--- src/rtl/trdb_packet_scheduler.sv ---
// trdb_packet_scheduler: per-hart packet decode into one-entry slots, round-robin valid/ready output.
// Define TRDB_RESYNC_EN to build the per-hart periodic resync counters.
package trdb_pkg;
  typedef enum logic [1:0] {
    F_BRANCH_FULL = 2'b00,
    F_BRANCH_DIFF = 2'b01,
    F_ADDR_ONLY   = 2'b10,
    F_SYNC        = 2'b11
  } trdb_format_t;
  typedef enum logic [1:0] {
    SF_START     = 2'b00,
    SF_EXCEPTION = 2'b01,
    SF_CONTEXT   = 2'b10,
    SF_UNDEF     = 2'b11
  } trdb_subformat_t;
endpackage

module trdb_packet_scheduler
  import trdb_pkg::*;
#(
  parameter int NHARTS = 2,
  parameter int RESYNC_MAX = 64,
  localparam int HW = (NHARTS > 1) ? $clog2(NHARTS) : 1
) (
  input  logic              clk_i,
  input  logic              rst_ni,
  input  logic [NHARTS-1:0] valid_i,
  input  logic [NHARTS-1:0] lc_exception_i,
  input  logic [NHARTS-1:0] lc_exception_sync_i,
  input  logic [NHARTS-1:0] tc_first_qualified_i,
  input  logic [NHARTS-1:0] tc_unhalted_i,
  input  logic [NHARTS-1:0] tc_privchange_i,
  input  logic [NHARTS-1:0] lc_u_discontinuity_i,
  input  logic [NHARTS-1:0] nc_halt_i,
  input  logic [NHARTS-1:0] nc_exception_i,
  input  logic [NHARTS-1:0] nc_privchange_i,
  input  logic [NHARTS-1:0] nc_unqualified_i,
  input  logic [NHARTS-1:0] branch_map_full_i,
  input  logic [NHARTS-1:0] tc_context_change_i,
  input  logic [NHARTS-1:0] branch_map_empty_i,
  output logic [NHARTS-1:0] stall_o,
  output logic              valid_o,
  input  logic              ready_i,
  output trdb_format_t      packet_format_o,
  output trdb_subformat_t   packet_subformat_o,
  output logic [HW-1:0]     hart_id_o,
  output logic              resync_o
);
  if (NHARTS < 1 || RESYNC_MAX < 1) begin : g_bad_param
    $error("trdb_packet_scheduler: NHARTS and RESYNC_MAX must be >= 1");
  end

  logic [NHARTS-1:0] r_full, r_rs, r_exc;
  trdb_format_t      r_fmt [NHARTS];
  trdb_subformat_t   r_sub [NHARTS];
  logic [HW-1:0]     r_rr, r_lock_id;
  logic              r_lock;
  logic [NHARTS-1:0] w_req, w_rs, w_pend, w_take;
  trdb_format_t      w_fmt [NHARTS];
  trdb_subformat_t   w_sub [NHARTS];
  logic [HW-1:0]     w_grant;
  logic              w_valid, w_hs;

  always_comb begin
    for (int h = 0; h < NHARTS; h++) begin
      w_req[h] = valid_i[h];
      w_rs[h] = 1'b0;
      w_fmt[h] = F_SYNC;
      w_sub[h] = SF_START;
      if (lc_exception_i[h]) w_sub[h] = SF_EXCEPTION;
      else if ((lc_exception_sync_i[h] & ~r_exc[h]) | tc_first_qualified_i[h] | tc_unhalted_i[h] | tc_privchange_i[h]) w_sub[h] = SF_START;
      else if (lc_u_discontinuity_i[h]) begin
        w_fmt[h] = branch_map_empty_i[h] ? F_ADDR_ONLY : F_BRANCH_FULL;
        w_sub[h] = SF_UNDEF;
      end
      else if (w_pend[h]) w_rs[h] = 1'b1;
      else if (nc_halt_i[h] | nc_exception_i[h] | nc_privchange_i[h] | nc_unqualified_i[h]) begin
        w_fmt[h] = branch_map_empty_i[h] ? F_ADDR_ONLY : F_BRANCH_FULL;
        w_sub[h] = SF_UNDEF;
      end
      else if (branch_map_full_i[h]) begin
        w_fmt[h] = F_BRANCH_FULL;
        w_sub[h] = SF_UNDEF;
      end
      else if (tc_context_change_i[h]) w_sub[h] = SF_CONTEXT;
      else w_req[h] = 1'b0;
    end
  end

  // Nearest full slot at or after r_rr wins; a locked grant overrides the search.
  always_comb begin
    int best;
    best = NHARTS;
    w_grant = r_rr;
    for (int h = 0; h < NHARTS; h++) begin
      if (r_full[h] && ((h - int'(r_rr) + NHARTS) % NHARTS) < best) begin
        best = (h - int'(r_rr) + NHARTS) % NHARTS;
        w_grant = HW'(h);
      end
    end
    if (r_lock) w_grant = r_lock_id;
  end

  assign w_valid = |r_full;
  assign w_hs = w_valid & ready_i;

  always_comb begin
    for (int h = 0; h < NHARTS; h++) stall_o[h] = r_full[h] & ~(w_hs & (w_grant == HW'(h)));
  end

  assign w_take = w_req & ~stall_o;

  always_ff @(posedge clk_i) begin
    if (!rst_ni) begin
      r_full <= '0;
      r_exc <= '0;
      r_rs <= '0;
      r_rr <= '0;
      r_lock <= 1'b0;
      r_lock_id <= '0;
    end else begin
      for (int h = 0; h < NHARTS; h++) begin
        if (w_take[h]) begin
          r_full[h] <= 1'b1;
          r_fmt[h] <= w_fmt[h];
          r_sub[h] <= w_sub[h];
          r_rs[h] <= w_rs[h];
          r_exc[h] <= (w_sub[h] == SF_EXCEPTION);
        end else if (w_hs && w_grant == HW'(h)) r_full[h] <= 1'b0;
      end
      if (w_hs) begin
        r_lock <= 1'b0;
        r_rr <= (w_grant == HW'(NHARTS - 1)) ? '0 : w_grant + 1'b1;
      end else if (w_valid) begin
        r_lock <= 1'b1;
        r_lock_id <= w_grant;
      end
    end
  end

`ifdef TRDB_RESYNC_EN
  localparam int CW = $clog2(RESYNC_MAX + 1);
  logic [CW-1:0] r_cnt [NHARTS];

  // Any captured SYNC restarts the interval, taking priority over counting.
  always_ff @(posedge clk_i) begin
    for (int h = 0; h < NHARTS; h++) begin
      if (!rst_ni || (w_take[h] && w_fmt[h] == F_SYNC)) r_cnt[h] <= '0;
      else if (valid_i[h] && !stall_o[h] && r_cnt[h] != CW'(RESYNC_MAX)) r_cnt[h] <= r_cnt[h] + 1'b1;
    end
  end

  always_comb begin
    for (int h = 0; h < NHARTS; h++) w_pend[h] = (r_cnt[h] == CW'(RESYNC_MAX));
  end
`else
  assign w_pend = '0;
`endif

  assign valid_o = w_valid;
  assign packet_format_o = w_valid ? r_fmt[w_grant] : F_ADDR_ONLY;
  assign packet_subformat_o = w_valid ? r_sub[w_grant] : SF_UNDEF;
  assign hart_id_o = w_valid ? w_grant : '0;
  assign resync_o = w_valid & r_rs[w_grant];
endmodule

--- config.mk ---
export PLATFORM = sky130hd
export DESIGN_NAME = trdb_packet_scheduler
export DESIGN_NICKNAME = d
export VERILOG_FILES = /design/src/rtl/trdb_packet_scheduler.sv
export SDC_FILE = /design/constraint.sdc
export NUM_CORES = 1
export LEC_CHECK = 0
export ABC_CLOCK_PERIOD_IN_PS = 3500
export CORE_MARGIN = 2
export CORE_UTILIZATION = 43
export CTS_CLUSTER_DIAMETER = 80
export DETAILED_ROUTE_END_ITERATION = 6
export PLACE_DENSITY = 0.87
export SLEW_MARGIN = 15
export SYNTH_ARGS = -nofsm -noshare
export SYNTH_HDL_FRONTEND = slang
export SYNTH_SLANG_ARGS = --single-unit
--- constraint.sdc ---
create_clock -name clk_i -period 3.5 [get_ports clk_i]
set_clock_uncertainty 0.15 [all_clocks]
set_input_delay 1.05 -clock clk_i [delete_from_list [all_inputs] [get_ports clk_i]]
set_output_delay 1.05 -clock clk_i [all_outputs]
set_load 0.01 [all_outputs]
==> results.md <==
- # clock sinks: 15
- Vias: 857
- Hold slack: 0.3160 ns
- Commonest non-fill, non-tap cell in the layout: clkdlybuf4s50_1
- Synthesis-stage register bit count: 15
- Sequential share of the synthesized area: 0.4425
- DR iter-0 viols: 25
- Core Footprint: 1922 um^2
- Req. time, crit path: 2.30 ns
- CTS tree: built
- Hold Path Class: reg -> reg
- DP Wirelength: 1.694 mm
- Die area: 2373 um^2
- Critical hold path startpoint: r_exc[0]$_SDFFE_PN0P_
- RSZ-0062 raised after global routing: no
- Synth warn: 0
- R2R Path End: r_fmt[1][1]$_SDFFCE_PP1P_
- TritonCTS buffer count: 3
- Worst Path Arrival: 2.15 ns
- First-pass DRT Iterations: 5
- CP endpoint kind: output port
- Fill cells: 158
- Rel. slew slack: 0.6006
- Final WL: 2.034 mm
- Overall Global Routing Usage: 0.1784
- Register Area: 380.4 um^2
- Top area cells in the synthesized netlist: edfxtp_1 (28%), dfxtp_1 (16%), mux2i_1 (5.8%), nand2_1 (3.9%), nor2_1 (3.9%)
- Reg2Reg Setup Slack: 1.57 ns
- CTS Hold Bufs: 0
- Post-route cell area: 1315 um^2
- Worst slew pin tran: 0.5937 ns
- Pre-CTS setup slack: -0.05177 ns
- Root buffer cell: clkbuf_4
- Combinational Power Share: 0.272
- Area grow syn2layout: 52.98%
- Clock slew at reported path FFs: 0.08 ns
- Average wire per standard cell: 12.71 um
- Min Tclk post-route: 3.352 ns
- Worst-skew pair later-pin latency: 0.28 ns
- Dpl cell area: 1281 um^2
- Final Slew Violations: 0
- Hold path depth: 2
- Crit share post-route: 0.9579
- Multi-input combinational cell area: 457.9 um^2
- Sw power: 0.1061 mW
- Yosys top cell by area: edfxtp_1
- # diodes: 0
- Post-synth top area share: 0.2795
- Setup Viol. Count Final: 0
- H-tree depth: 1
- Crit path kind: in -> out
- Horiz. Die Dim: 48.71 um
- Die height: 48.71 um
- P_int: 0.3072 mW
- Final WS setup: 0.1475 ns
- Syn_nets: 121
- CP Launch Type: primary input
- Grt ovf: 0
- Worst IR Drop VDD: 0.1772 mV
- Initial antenna violation count: 0
- Distinct cells, synth: 33
- Number of global-route vias before repair: 826
- Most frequent cells in the layout: clkdlybuf4s50_1 (37), nor2_1 (9), nand2_1 (9)
- Max Root-Sink Buffers: 2
- Reg2Reg Launch Point: r_lock$_SDFFE_PP0N_
- Global-route wire length before repair: 3.312 mm
- Final-report hold violation count: 0
- Outcome: completed
- Crit-path max FO: 6
- Gate Count Post-Synth: 90
- Site Rows: 16
- Seq pwr share: 0.492
- Clk pwr share: 0.236
- Netlist Area Pre-Place: 859.6 um^2
- Initial Utilization: 0.4473
- DRC violations left: 0
- R2R depth: 4
- Net Sw Frac: 0.2567
- DR vias/cell: 5.356
- Antenna viol nets, final: 0
- Fmax: 298.3 MHz
- Syn Area/Cell: 9.551 um^2
- Pleak: 0.4803 nW
- Port Buffer Count: 38
- # Max-Cap Violations: 0
- Hold Crit Endpoint: r_exc[0]$_SDFFE_PN0P_
- Layout net count: 165
- Fin Setup TNS: 0 ns
- RePlAce Congestion: 0.7897
- I/O pins: 40
- P per Cell Area: 314.3 nW/um^2
- Layout cells sized above 1: 0.09774
- Largest net degree at the start of global routing: 9
==> cells by family (layout without fill, tap and decap cells) <==
logic type	Yosys count	in the layout	synth area share
mux	5	5	0.05823
simple gates	41	41	0.2635
flops	15	15	0.4425
other cells	1	1	0.004363
compound gates	21	21	0.1965
buf+inv	7	50	0.03494
==> layout make-up <==
type                       instances  share of cell area
inverter                           6             0.01713
timing repair buffer              40              0.2997
tap                               27             0.02569
multi-input combinational         68              0.3482
sequential                        15              0.2892
clock buffer                       4             0.01998
==> layer usage <==
layer	GRT usage	routed length, um	vias to the layer above
met2	0.3539	1128	36
li1	-	-	415
met4	0.07143	13	0
met1	0.1822	789	404
met3	0.02778	103	2
met5	0	0	-
==> synthesized netlist by cell type <==
cell type	number
or2_2	1
buf_4	1
or4_4	1
or4_1	1
or3b_2	1
a32oi_1	1
o41ai_1	1
o32ai_1	1
conb_1	1
a21oi_1	3
a31oi_1	1
nand2b_1	5
nand3b_1	1
edfxtp_1	8
nor4_1	4
o311ai_4	1
a21o_2	1
dfxtp_1	7
nand2_1	9
and2_1	3
nor2_1	9
a21boi_0	2
a31o_2	1
o31ai_1	2
o31ai_2	1
nor3_1	1
nor2b_1	3
or2b_1	1
inv_1	6
o21a_1	2
o21ai_0	4
mux2i_1	5
or3_4	1
==> worst max-delay path: stages <==
cell,delay [ns]
dlygate4sd2_1,0.29
a31oi_1,0.23
clkdlybuf4s50_1,0.58
==> metrics by stage <==
| stage | util | instances | power, mW |
|---|---|---|---|
| 4_1_cts | 0.6797 | 160 | 0.4130 |
| 6_report | 0.6842 | 160 | 0.4133 |
| 2_1_floorplan | - | 90 | 0.2534 |
| 5_1_grt | 0.6842 | 160 | 0.4304 |
| 3_3_place_gp | 0.6667 | 156 | 0.3141 |
| 3_5_place_dp | 0.6667 | 156 | 0.3181 |
==> flip-flops by register name, summed over array words and instances (netlist names) <==
register / flops
r_sub: 4
r_full: 2
r_rr: 1
r_exc: 2
r_lock_id: 1
r_lock: 1
r_fmt: 4
==> repair_timing <==
action / in CTS / in global routing
gates resized for setup: 1 / 1
setup buffers: 0 / 0
pin swaps: 0 / 0
setup endpoints to repair: 2 / 4
==> power groups by stage <==
stage,Combinational (mW),Sequential [mW],Clock (mW)
after floorplan,0.0487,0.205,0
after global placement,0.108,0.206,0
after detailed placement,0.111,0.207,0
after CTS,0.111,0.203,0.0991
after global routing,0.122,0.205,0.104
final,0.112,0.203,0.0977
==> worst max-delay path by stage <==
stage                            from                   endpoint  slack [ns]  depth (start not counted)
6_report                      ready_i                 stall_o[1]        0.15                          3
5_1_grt                       ready_i                 stall_o[1]        0.10                          3
4_1_cts        r_full[1]$_SDFFE_PN0P_         packet_format_o[0]         0.1                          5
3_5_place_dp                  ready_i                 stall_o[0]       -0.05                          4
3_3_place_gp                  ready_i                 stall_o[0]       -0.05                          4
2_1_floorplan      nc_privchange_i[0]  r_fmt[0][0]$_SDFFCE_PP1P_        0.80                          4
Power figures use the tool's default switching activity.
